[config.mk]
export PLATFORM = sky130hd
export DESIGN_NAME = dma_copy_ctrl_flat
export DESIGN_NICKNAME = d
export VERILOG_FILES = /design/src/rtl/dat_mem_pkg.sv /design/src/rtl/dma_copy_ctrl_if.sv /design/src/rtl/mem_port_mux.sv /design/src/rtl/dma_copy_ctrl.sv /design/src/flat_wrapper.sv
export SDC_FILE = /design/constraint.sdc
export NUM_CORES = 1
export LEC_CHECK = 0
export CAP_MARGIN = 20
export CORE_AREA = 2 2 83 117
export CTS_BUF_LIST = sky130_fd_sc_hd__clkbuf_4 sky130_fd_sc_hd__clkbuf_8 sky130_fd_sc_hd__clkbuf_16
export DETAILED_ROUTE_END_ITERATION = 6
export DIE_AREA = 0 0 85 119
export PLACE_DENSITY = 0.57
export SYNTH_ARGS = -nofsm -noshare
export SYNTH_HDL_FRONTEND = slang
export SYNTH_HIERARCHICAL = 1
export SYNTH_SLANG_ARGS = --single-unit
[constraint.sdc]
create_clock -name clk -period 4.65 [get_ports clk]
set_clock_uncertainty 0.2 [all_clocks]
set_input_delay 0.6975 -clock clk [delete_from_list [all_inputs] [get_ports clk]]
set_output_delay 0.6975 -clock clk [all_outputs]
set_load 0.1 [all_outputs]
[src/rtl/dat_mem_pkg.sv]
// -----------------------------------------------------------------------------
// dat_mem_pkg
// Shared definitions for the data-memory block-copy controller:
//   AW_DEF / DW_DEF : default address / data widths (256 x 8 memory)
//   dma_state_t     : copy-engine state encoding
// -----------------------------------------------------------------------------
package dat_mem_pkg;

  localparam int AW_DEF = 8;
  localparam int DW_DEF = 8;

  typedef enum logic [1:0] {
    IDLE  = 2'd0,
    READ  = 2'd1,
    WRITE = 2'd2,
    DONE  = 2'd3
  } dma_state_t;

endpackage

[src/rtl/dma_copy_ctrl_if.sv]
// -----------------------------------------------------------------------------
// dma_copy_ctrl_if
// Bundles the copy-control handshake, the core load/store port and the
// data-memory port of dma_copy_ctrl.
//   start/src/dst/len : copy request and its parameters
//   busy/done         : copy status
//   cpu_*             : core LSU access (core always owns the port)
//   mem_*             : single shared memory port (mem_data is comb. read data)
// Modports:
//   slave  : the controller side
//   master : the environment side (core, control, memory)
// -----------------------------------------------------------------------------
interface dma_copy_ctrl_if
  import dat_mem_pkg::*;
#(
  parameter int AW = AW_DEF,
  parameter int DW = DW_DEF
) ();

  logic          start;
  logic [AW-1:0] src;
  logic [AW-1:0] dst;
  logic [AW-1:0] len;
  logic          busy;
  logic          done;

  logic          cpu_req;
  logic          cpu_wr_en;
  logic [AW-1:0] cpu_addr;
  logic [DW-1:0] cpu_dat_in;
  logic [DW-1:0] cpu_rd_data;

  logic [AW-1:0] mem_addr;
  logic          mem_wr_en;
  logic [DW-1:0] mem_dat_in;
  logic [DW-1:0] mem_data;

  modport slave (
    input  start, src, dst, len,
    input  cpu_req, cpu_wr_en, cpu_addr, cpu_dat_in,
    input  mem_data,
    output busy, done, cpu_rd_data,
    output mem_addr, mem_wr_en, mem_dat_in
  );

  modport master (
    output start, src, dst, len,
    output cpu_req, cpu_wr_en, cpu_addr, cpu_dat_in,
    output mem_data,
    input  busy, done, cpu_rd_data,
    input  mem_addr, mem_wr_en, mem_dat_in
  );

endinterface

[src/rtl/mem_port_mux.sv]
// -----------------------------------------------------------------------------
// mem_port_mux
// Combinational selector for the single data-memory port.
//   cpu_*  : core request, always has priority
//   eng_*  : copy-engine request, used only when the core is not accessing
//   mem_*  : resulting memory address / write enable / write data
// With neither side requesting, the port is driven to all zeros.
// -----------------------------------------------------------------------------
module mem_port_mux
  import dat_mem_pkg::*;
#(
  parameter int AW = AW_DEF,
  parameter int DW = DW_DEF
) (
  input  logic          cpu_req,
  input  logic          cpu_wr_en,
  input  logic [AW-1:0] cpu_addr,
  input  logic [DW-1:0] cpu_dat_in,
  input  logic          eng_req,
  input  logic          eng_wr_en,
  input  logic [AW-1:0] eng_addr,
  input  logic [DW-1:0] eng_dat_in,
  output logic [AW-1:0] mem_addr,
  output logic          mem_wr_en,
  output logic [DW-1:0] mem_dat_in
);

  always_comb begin
    // NOTE: every output gets a default before any branch so no path leaves
    // it unassigned; otherwise synthesis infers a latch.
    mem_addr   = '0;
    mem_wr_en  = 1'b0;
    mem_dat_in = '0;
    if (cpu_req) begin
      mem_addr   = cpu_addr;
      mem_wr_en  = cpu_wr_en;
      mem_dat_in = cpu_dat_in;
    end else if (eng_req) begin
      mem_addr   = eng_addr;
      mem_wr_en  = eng_wr_en;
      mem_dat_in = eng_dat_in;
    end
  end

endmodule

[src/rtl/dma_copy_ctrl.sv]
// -----------------------------------------------------------------------------
// dma_copy_ctrl
// Byte-serial block copy inside a single-port data memory, sharing the port
// with the core load/store path. The core always wins; the engine simply
// holds its state for any cycle in which cpu_req is high.
// Ports:
//   clk   : system clock
//   reset : synchronous, active-high
//   bus   : dma_copy_ctrl_if.slave (copy control, core port, memory port)
// Each byte costs one READ cycle (capture into hold) and one WRITE cycle.
// Copies run strictly forward, so an overlapping dst replicates the pattern.
// -----------------------------------------------------------------------------
module dma_copy_ctrl
  import dat_mem_pkg::*;
#(
  parameter int AW = AW_DEF,
  parameter int DW = DW_DEF
) (
  input  logic            clk,
  input  logic            reset,
  dma_copy_ctrl_if.slave  bus
);

  dma_state_t    state, state_nxt;
  logic [AW-1:0] src_ptr, dst_ptr, cnt;
  logic [DW-1:0] hold;

  logic          eng_req, eng_wr_en;
  logic [AW-1:0] eng_addr;
  logic [DW-1:0] eng_dat_in;
  logic          load_args, capture, advance;

  // Next-state and engine port request.
  always_comb begin
    state_nxt  = state;
    eng_req    = 1'b0;
    eng_wr_en  = 1'b0;
    eng_addr   = '0;
    eng_dat_in = '0;
    load_args  = 1'b0;
    capture    = 1'b0;
    advance    = 1'b0;

    unique case (state)
      IDLE: begin
        if (bus.start) begin
          load_args = 1'b1;
          state_nxt = (bus.len == '0) ? DONE : READ;
        end
      end
      READ: begin
        if (!bus.cpu_req) begin
          eng_req   = 1'b1;
          eng_addr  = src_ptr;
          capture   = 1'b1;
          state_nxt = WRITE;
        end
      end
      WRITE: begin
        if (!bus.cpu_req) begin
          eng_req    = 1'b1;
          eng_wr_en  = 1'b1;
          eng_addr   = dst_ptr;
          eng_dat_in = hold;
          advance    = 1'b1;
          state_nxt  = (cnt == AW'(1)) ? DONE : READ;
        end
      end
      DONE: begin
        state_nxt = IDLE;
      end
      default: begin
        state_nxt = IDLE;
      end
    endcase

    // The engine must not touch memory in a reset cycle, even mid-copy;
    // the core path is unaffected.
    if (reset) begin
      eng_req    = 1'b0;
      eng_wr_en  = 1'b0;
      eng_addr   = '0;
      eng_dat_in = '0;
    end
  end

  // NOTE: sequential state uses non-blocking assignments so every register
  // samples pre-edge values, independent of statement order.
  always_ff @(posedge clk) begin
    if (reset) begin
      state   <= IDLE;
      src_ptr <= '0;
      dst_ptr <= '0;
      cnt     <= '0;
      hold    <= '0;
    end else begin
      state <= state_nxt;
      if (load_args) begin
        src_ptr <= bus.src;
        dst_ptr <= bus.dst;
        cnt     <= bus.len;
      end
      if (capture) begin
        hold <= bus.mem_data;
      end
      // Pointers wrap naturally at 2**AW.
      if (advance) begin
        src_ptr <= src_ptr + AW'(1);
        dst_ptr <= dst_ptr + AW'(1);
        cnt     <= cnt - AW'(1);
      end
    end
  end

  assign bus.busy        = (state != IDLE);
  assign bus.done        = (state == DONE);
  assign bus.cpu_rd_data = bus.mem_data;

  mem_port_mux #(
    .AW(AW),
    .DW(DW)
  ) u_mux (
    .cpu_req    (bus.cpu_req),
    .cpu_wr_en  (bus.cpu_wr_en),
    .cpu_addr   (bus.cpu_addr),
    .cpu_dat_in (bus.cpu_dat_in),
    .eng_req    (eng_req),
    .eng_wr_en  (eng_wr_en),
    .eng_addr   (eng_addr),
    .eng_dat_in (eng_dat_in),
    .mem_addr   (bus.mem_addr),
    .mem_wr_en  (bus.mem_wr_en),
    .mem_dat_in (bus.mem_dat_in)
  );

endmodule

[src/flat_wrapper.sv]
// flat-port wrapper written by rule: the top's interface ports become plain ports
module dma_copy_ctrl_flat import dat_mem_pkg::*;
#(
  parameter int AW = AW_DEF,
  parameter int DW = DW_DEF
)
  (clk, reset, bus_start, bus_src, bus_dst, bus_len, bus_cpu_req, bus_cpu_wr_en, bus_cpu_addr, bus_cpu_dat_in, bus_mem_data, bus_busy, bus_done, bus_cpu_rd_data, bus_mem_addr, bus_mem_wr_en, bus_mem_dat_in);
  dma_copy_ctrl_if #(.AW(AW), .DW(DW)) bus_i ();
  input  logic clk;
  input  logic reset;
  input wire logic [$bits(bus_i.start)-1:0] bus_start;
  input wire logic [$bits(bus_i.src)-1:0] bus_src;
  input wire logic [$bits(bus_i.dst)-1:0] bus_dst;
  input wire logic [$bits(bus_i.len)-1:0] bus_len;
  input wire logic [$bits(bus_i.cpu_req)-1:0] bus_cpu_req;
  input wire logic [$bits(bus_i.cpu_wr_en)-1:0] bus_cpu_wr_en;
  input wire logic [$bits(bus_i.cpu_addr)-1:0] bus_cpu_addr;
  input wire logic [$bits(bus_i.cpu_dat_in)-1:0] bus_cpu_dat_in;
  input wire logic [$bits(bus_i.mem_data)-1:0] bus_mem_data;
  output wire logic [$bits(bus_i.busy)-1:0] bus_busy;
  output wire logic [$bits(bus_i.done)-1:0] bus_done;
  output wire logic [$bits(bus_i.cpu_rd_data)-1:0] bus_cpu_rd_data;
  output wire logic [$bits(bus_i.mem_addr)-1:0] bus_mem_addr;
  output wire logic [$bits(bus_i.mem_wr_en)-1:0] bus_mem_wr_en;
  output wire logic [$bits(bus_i.mem_dat_in)-1:0] bus_mem_dat_in;
  assign bus_i.start = bus_start;
  assign bus_i.src = bus_src;
  assign bus_i.dst = bus_dst;
  assign bus_i.len = bus_len;
  assign bus_i.cpu_req = bus_cpu_req;
  assign bus_i.cpu_wr_en = bus_cpu_wr_en;
  assign bus_i.cpu_addr = bus_cpu_addr;
  assign bus_i.cpu_dat_in = bus_cpu_dat_in;
  assign bus_i.mem_data = bus_mem_data;
  assign bus_busy = bus_i.busy;
  assign bus_done = bus_i.done;
  assign bus_cpu_rd_data = bus_i.cpu_rd_data;
  assign bus_mem_addr = bus_i.mem_addr;
  assign bus_mem_wr_en = bus_i.mem_wr_en;
  assign bus_mem_dat_in = bus_i.mem_dat_in;
  dma_copy_ctrl #(.AW(AW), .DW(DW)) u_core (.clk(clk), .reset(reset), .bus(bus_i));
endmodule
### Yosys cells after proc, flatten, opt, wreduce, memory -nomap -nowiden

Cells that the tools add are included.

| word-level totals | value |
|---|---|
| bits in registers | 34 |
| word-level logic and storage cells | 52 |
| output and inout port bits | 27 |

| cells by class | value |
|---|---|
| reduce and logical (&&, ||, !) cells | 6 |
| add/sub/neg operators | 3 |
| multiplexer cells | 31 |
| equality and inequality tests | 7 |

Operators with widths:

| operator | count |
|---|---|
| two-way mux 8 bit | 13 |
| adder 8 x 1 -> 8 bit (second input constant) | 2 |
| one-hot mux 8 bit (2 select lines) | 1 |
| two-way mux 1 bit | 11 |
| two-way mux 2 bit | 5 |
| equality test 8 x 1 -> 1 bit (second input constant) | 1 |
| zero test 8 bit | 1 |
| one-hot mux 2 bit (4 select lines) | 1 |
| subtractor 8 x 1 -> 8 bit (second input constant) | 1 |
| inequality test 2 bit (second input constant) | 3 |
| equality test 2 bit (second input constant) | 2 |
| nonzero test 2 bit | 2 |
| AND reduction 3 bit | 1 |
| equality test 2 x 1 -> 1 bit (second input constant) | 1 |
| zero test 2 bit | 1 |
| OR reduction 2 bit | 1 |

### Depth between registers and ports, before layout

| depth | value |
|---|---|
| word-level depth | 6 |
| gate-level depth with buffers | 9 |

### Cells and area by module

Netlist, hierarchy kept.

By module, submodules not included:

| module | cells each | times used | area each (um^2) |
|---|---|---|---|
| dma_copy_ctrl | 260 | 1 | 2015.7 |
| mem_port_mux | 25 | 1 | 209.0 |

### Worst setup path before layout

No wires, ideal clock.

| timing | value |
|---|---|
| path kind | input -> output |
| start | input port bus_cpu_req |
| end | output port bus_mem_addr[5] |
| setup slack | 0.124 ns |
| path buffers | 2 |
| cell stages on the path | 7 |
| data arrival time | 3.628 ns |
| path through | nor2b_1 > clkbuf_1 > clkbuf_1 > a22oi_1 > nor2_1 > nand2_1 > o21ai_0 |

| on the way | value |
|---|---|
| word-level cells in the longest chain between the ends | 5 |

RTL lines:

| item | RTL line | text |
|---|---|---|
| from (decl) | flat_wrapper.sv:15 | `input wire logic [$bits(bus_i.cpu_req)-1:0] bus_cpu_req;` |
| two-way mux 1 bit | dma_copy_ctrl.sv:52, dma_copy_ctrl.sv:60 |  |
| two-way mux 1 bit | -- |  |
| two-way mux 1 bit | dma_copy_ctrl.sv:79 | `if (reset) begin` |
| two-way mux 8 bit | mem_port_mux.sv:38 | `end else if (eng_req) begin` |
| two-way mux 8 bit * | mem_port_mux.sv:34 | `if (cpu_req) begin` |
| to (decl) | flat_wrapper.sv:23 | `output wire logic [$bits(bus_i.mem_addr)-1:0] bus_mem_addr;` |

Every way passes the cells marked *; elsewhere a longest branch is shown, timed or not.

### Worst setup path after layout

| timing | value |
|---|---|
| start | input port bus_cpu_req |
| end | output port bus_mem_addr[1] |

The elaborated chain is that of the path after synthesis.

==> impl_metrics.ini <==
[detailed_routing]
drc_errors = 0
first_pass_iters = 4
post_drt_wl_per_cell_um = 14.82
detail-route-antenna-nets = 0
via_per_inst = 5.052
drtIter0Drc = 212
via_count = 2324
drt_wl_total_mm = 6.819

[clock_tree]
cts_tree = yes
cts_setup_buffers = 0
post_cts_resized = 0
cts-root-buf = clkbuf_16
worstSkewPairLatency_ns = 0.28
cts.sinks = 34
numCtsBuffers = 5
cts_buffer_depth = 2
cts_max_level = 2
path_clk_slew_ns = 0.05
holdBufCountCts = 0

[setup_path]
cp_slowest_stage_delay_ns = 0.52
crit_slowest_cell = nor2b_1
path_cells = clkdlybuf4s50_1, nor2b_1, buf_4, a22oi_1, nor2_1, a22o_1, buf_12
cp-start-kind = primary input
worst_setup_path_end_kind = output port
path_max_fanout = 12
crit_arrival_ns = 2.69
cp.required_ns = 3.75
crit_type = in -> out

[die]
die_area_mm2 = 0.01012
core_mm2 = 0.009196
rows = 42
die_x_um = 85
die_h_um = 119
io-pin-count = 80
initial_utilization_pct = 24.19

[grt]
grt_antenna_before_repair = 0
grt_max_degree = 36
grt_pass1_wl_mm = 10.78
grt_usage_pct = 13.25
overflow = 0
grt_pass1_vias = 2141

[synth]
synth_area_leaders = dfxtp_1 (31%), nor2_1 (6.4%), a22oi_1 (5.7%)
yosys.area.top_type = dfxtp_1
avgSynthCellArea_um2 = 7.806
yosysTopAreaCellShare_pct = 30.60
ys.flop_type = dfxtp_1
synth_cell_types = 43
syn_inst = 285
synth_nets = 347
syn_area_mm2 = 0.002225
synth_edf_count = 0
yosysSeqAreaShare_pct = 30.60
yosys_warnings = 6
ys_seq_elements = 34
async_flop_share_pct = 0

[layout]
multi_input_area_mm2 = 0.001346
fillers = 923
final_core_util_pct = 36.33
antenna_cells = 0
final_nets = 411
syn_to_final_growth_pct = 50.17
final_layout_size_suffix_gt1_share_pct = 12.29
stdcell_area_mm2 = 0.003341
seq_area_um2 = 680.7

[timing]
layout_setup_ws_ns = 1.064
finalCritPeriodShare_pct = 77.12
rsz0062_at_grt = false
finalCriticalPeriod_ns = 3.586
setup_violations = 0
tightest_slew_ns = 0.9705
hold_violations = 0
fin_setup_tns_ns = 0
max_slew_margin_pct = 35.09
fmax_ghz = 0.2789
finalMaxSlewViolations = 0
whs_ns = 0.2467

[placed_design]
placed_area_mm2 = 0.003189
dp_hpwl_mm = 5.236
numPortBuffers = 79
place_ws_ns = 1.110
gp_congestion = 0.7479

[pwr]
peakVddDrop_uv = 161.8
power.leakage_nw = 1.216
powerDensity_mw_per_mm2 = 440.1

[job]
drv_cap = 0

[status]
status = finished, final reports clean

[worst_hold_path]
hold_path.class = reg -> reg
final cells by class:
cell class                 instances  area share [%]
inverter                           7          0.7865
sequential                        34           20.37
clock inverter                     1          0.1498
timing repair buffer              84           29.89
tap                              110           4.120
multi-input combinational        217           40.30
clock buffer                       7           4.382
flip-flops by register name (all words and copies together) (netlist names):
register and count:
u_core/dst_ptr 8, u_core/src_ptr 8, u_core/hold 8, u_core/cnt 8
u_core/state 2
where the power goes:
part	leakage, nW	switching (mW)	internal (mW)
registers	0.279	0.0840	0.367
clock network	0.0773	0.122	0.218
logic	0.860	0.427	0.252
total	1.22	0.633	0.837
per-layer routing:
layer / up-vias / track usage, % / part of all wire, %
met5: - / 0 / 0
met4: 0 / 4.365 / 1.6
met3: 8 / 2.495 / 6.0
met2: 81 / 24.22 / 51
met1: 1070 / 15.18 / 41
li1: 1165 / - / -
cell families after synthesis:
| kind of cell | count (synthesis) | share of synthesized area [%] |
|---|---|---|
| adders and majority gates | 9 | 5.062 |
| AOI/OAI and AO/OA | 83 | 26.83 |
| muxes | 1 | 0.5062 |
| DFF | 34 | 30.60 |
| buffers and inverters | 34 | 8.886 |
| and+or+nand+nor | 124 | 28.12 |
stage by stage:
step           total power, mW  cells
3_3_place_gp             1.131    452
3_5_place_dp             1.140    452
4_1_cts                  1.485    460
5_1_grt                  1.567    460
2_1_floorplan           0.9354    285
6_report                 1.470    460
synth_stat cells, types with 2 or more instances:
cell type  number
nor4_1          2
nor2b_1         3
nand3_1         8
buf_4           9
a22o_1         11
a2111oi_1       2
a211oi_1        3
buf_2           5
a221oi_1        3
clkbuf_1        8
and3_1          5
nor3_1          4
buf_6           4
a22oi_1        17
nor4_2          2
dfxtp_1        34
a21oi_1        18
inv_1           7
nand4_1         3
nand2b_1        4
o21ai_0        10
and2_1          9
nand2_1        34
a22o_2          4
a311oi_1        2
ha_1            9
a31oi_1         6
nor2_1         38
and4_1          2
a32oi_1         2
or3_1           5
layout by cell type (no fill, tap or decap), types with 3 or more instances in the layout:
cell and n:
nand2_1 34, dfxtp_1 34, nor3_1 4, and3_1 5, a22o_2 4, a221oi_1 3
a21oi_1 18, and2_1 9, a31oi_1 6, a22oi_1 17, a211oi_1 3, inv_1 7
nor2_1 38, a22o_1 11, buf_12 17, or3_1 5, clkbuf_16 5, ha_1 9
o21ai_0 10, nor2b_1 3, nand4_1 3, clkdlybuf4s50_1 62, buf_4 5, nand2b_1 4
nand3_1 8
path summary, 6_finish.rpt:
path | endpoint | startpoint | cells after the start | slack, ns
max | bus_mem_addr[1] | bus_cpu_req | 7 | 1.06
min | u_core/hold[7] | u_core/hold[7] | 2 | 0.25
max reg2reg | u_core/dst_ptr[2] | u_core/state[0] | 7 | 2.04
min reg2reg | u_core/hold[7] | u_core/hold[7] | 2 | 0.25
worst max-delay path, delay by kind of cell:
| family | cells | cell delay [ns] |
|---|---|---|
| buffers and inverters | 3 | 0.99 |
| AOI/OAI and AO/OA | 2 | 0.30 |
| and+or+nand+nor | 2 | 0.69 |
Note: power is estimated with default switching activity, not from simulation.
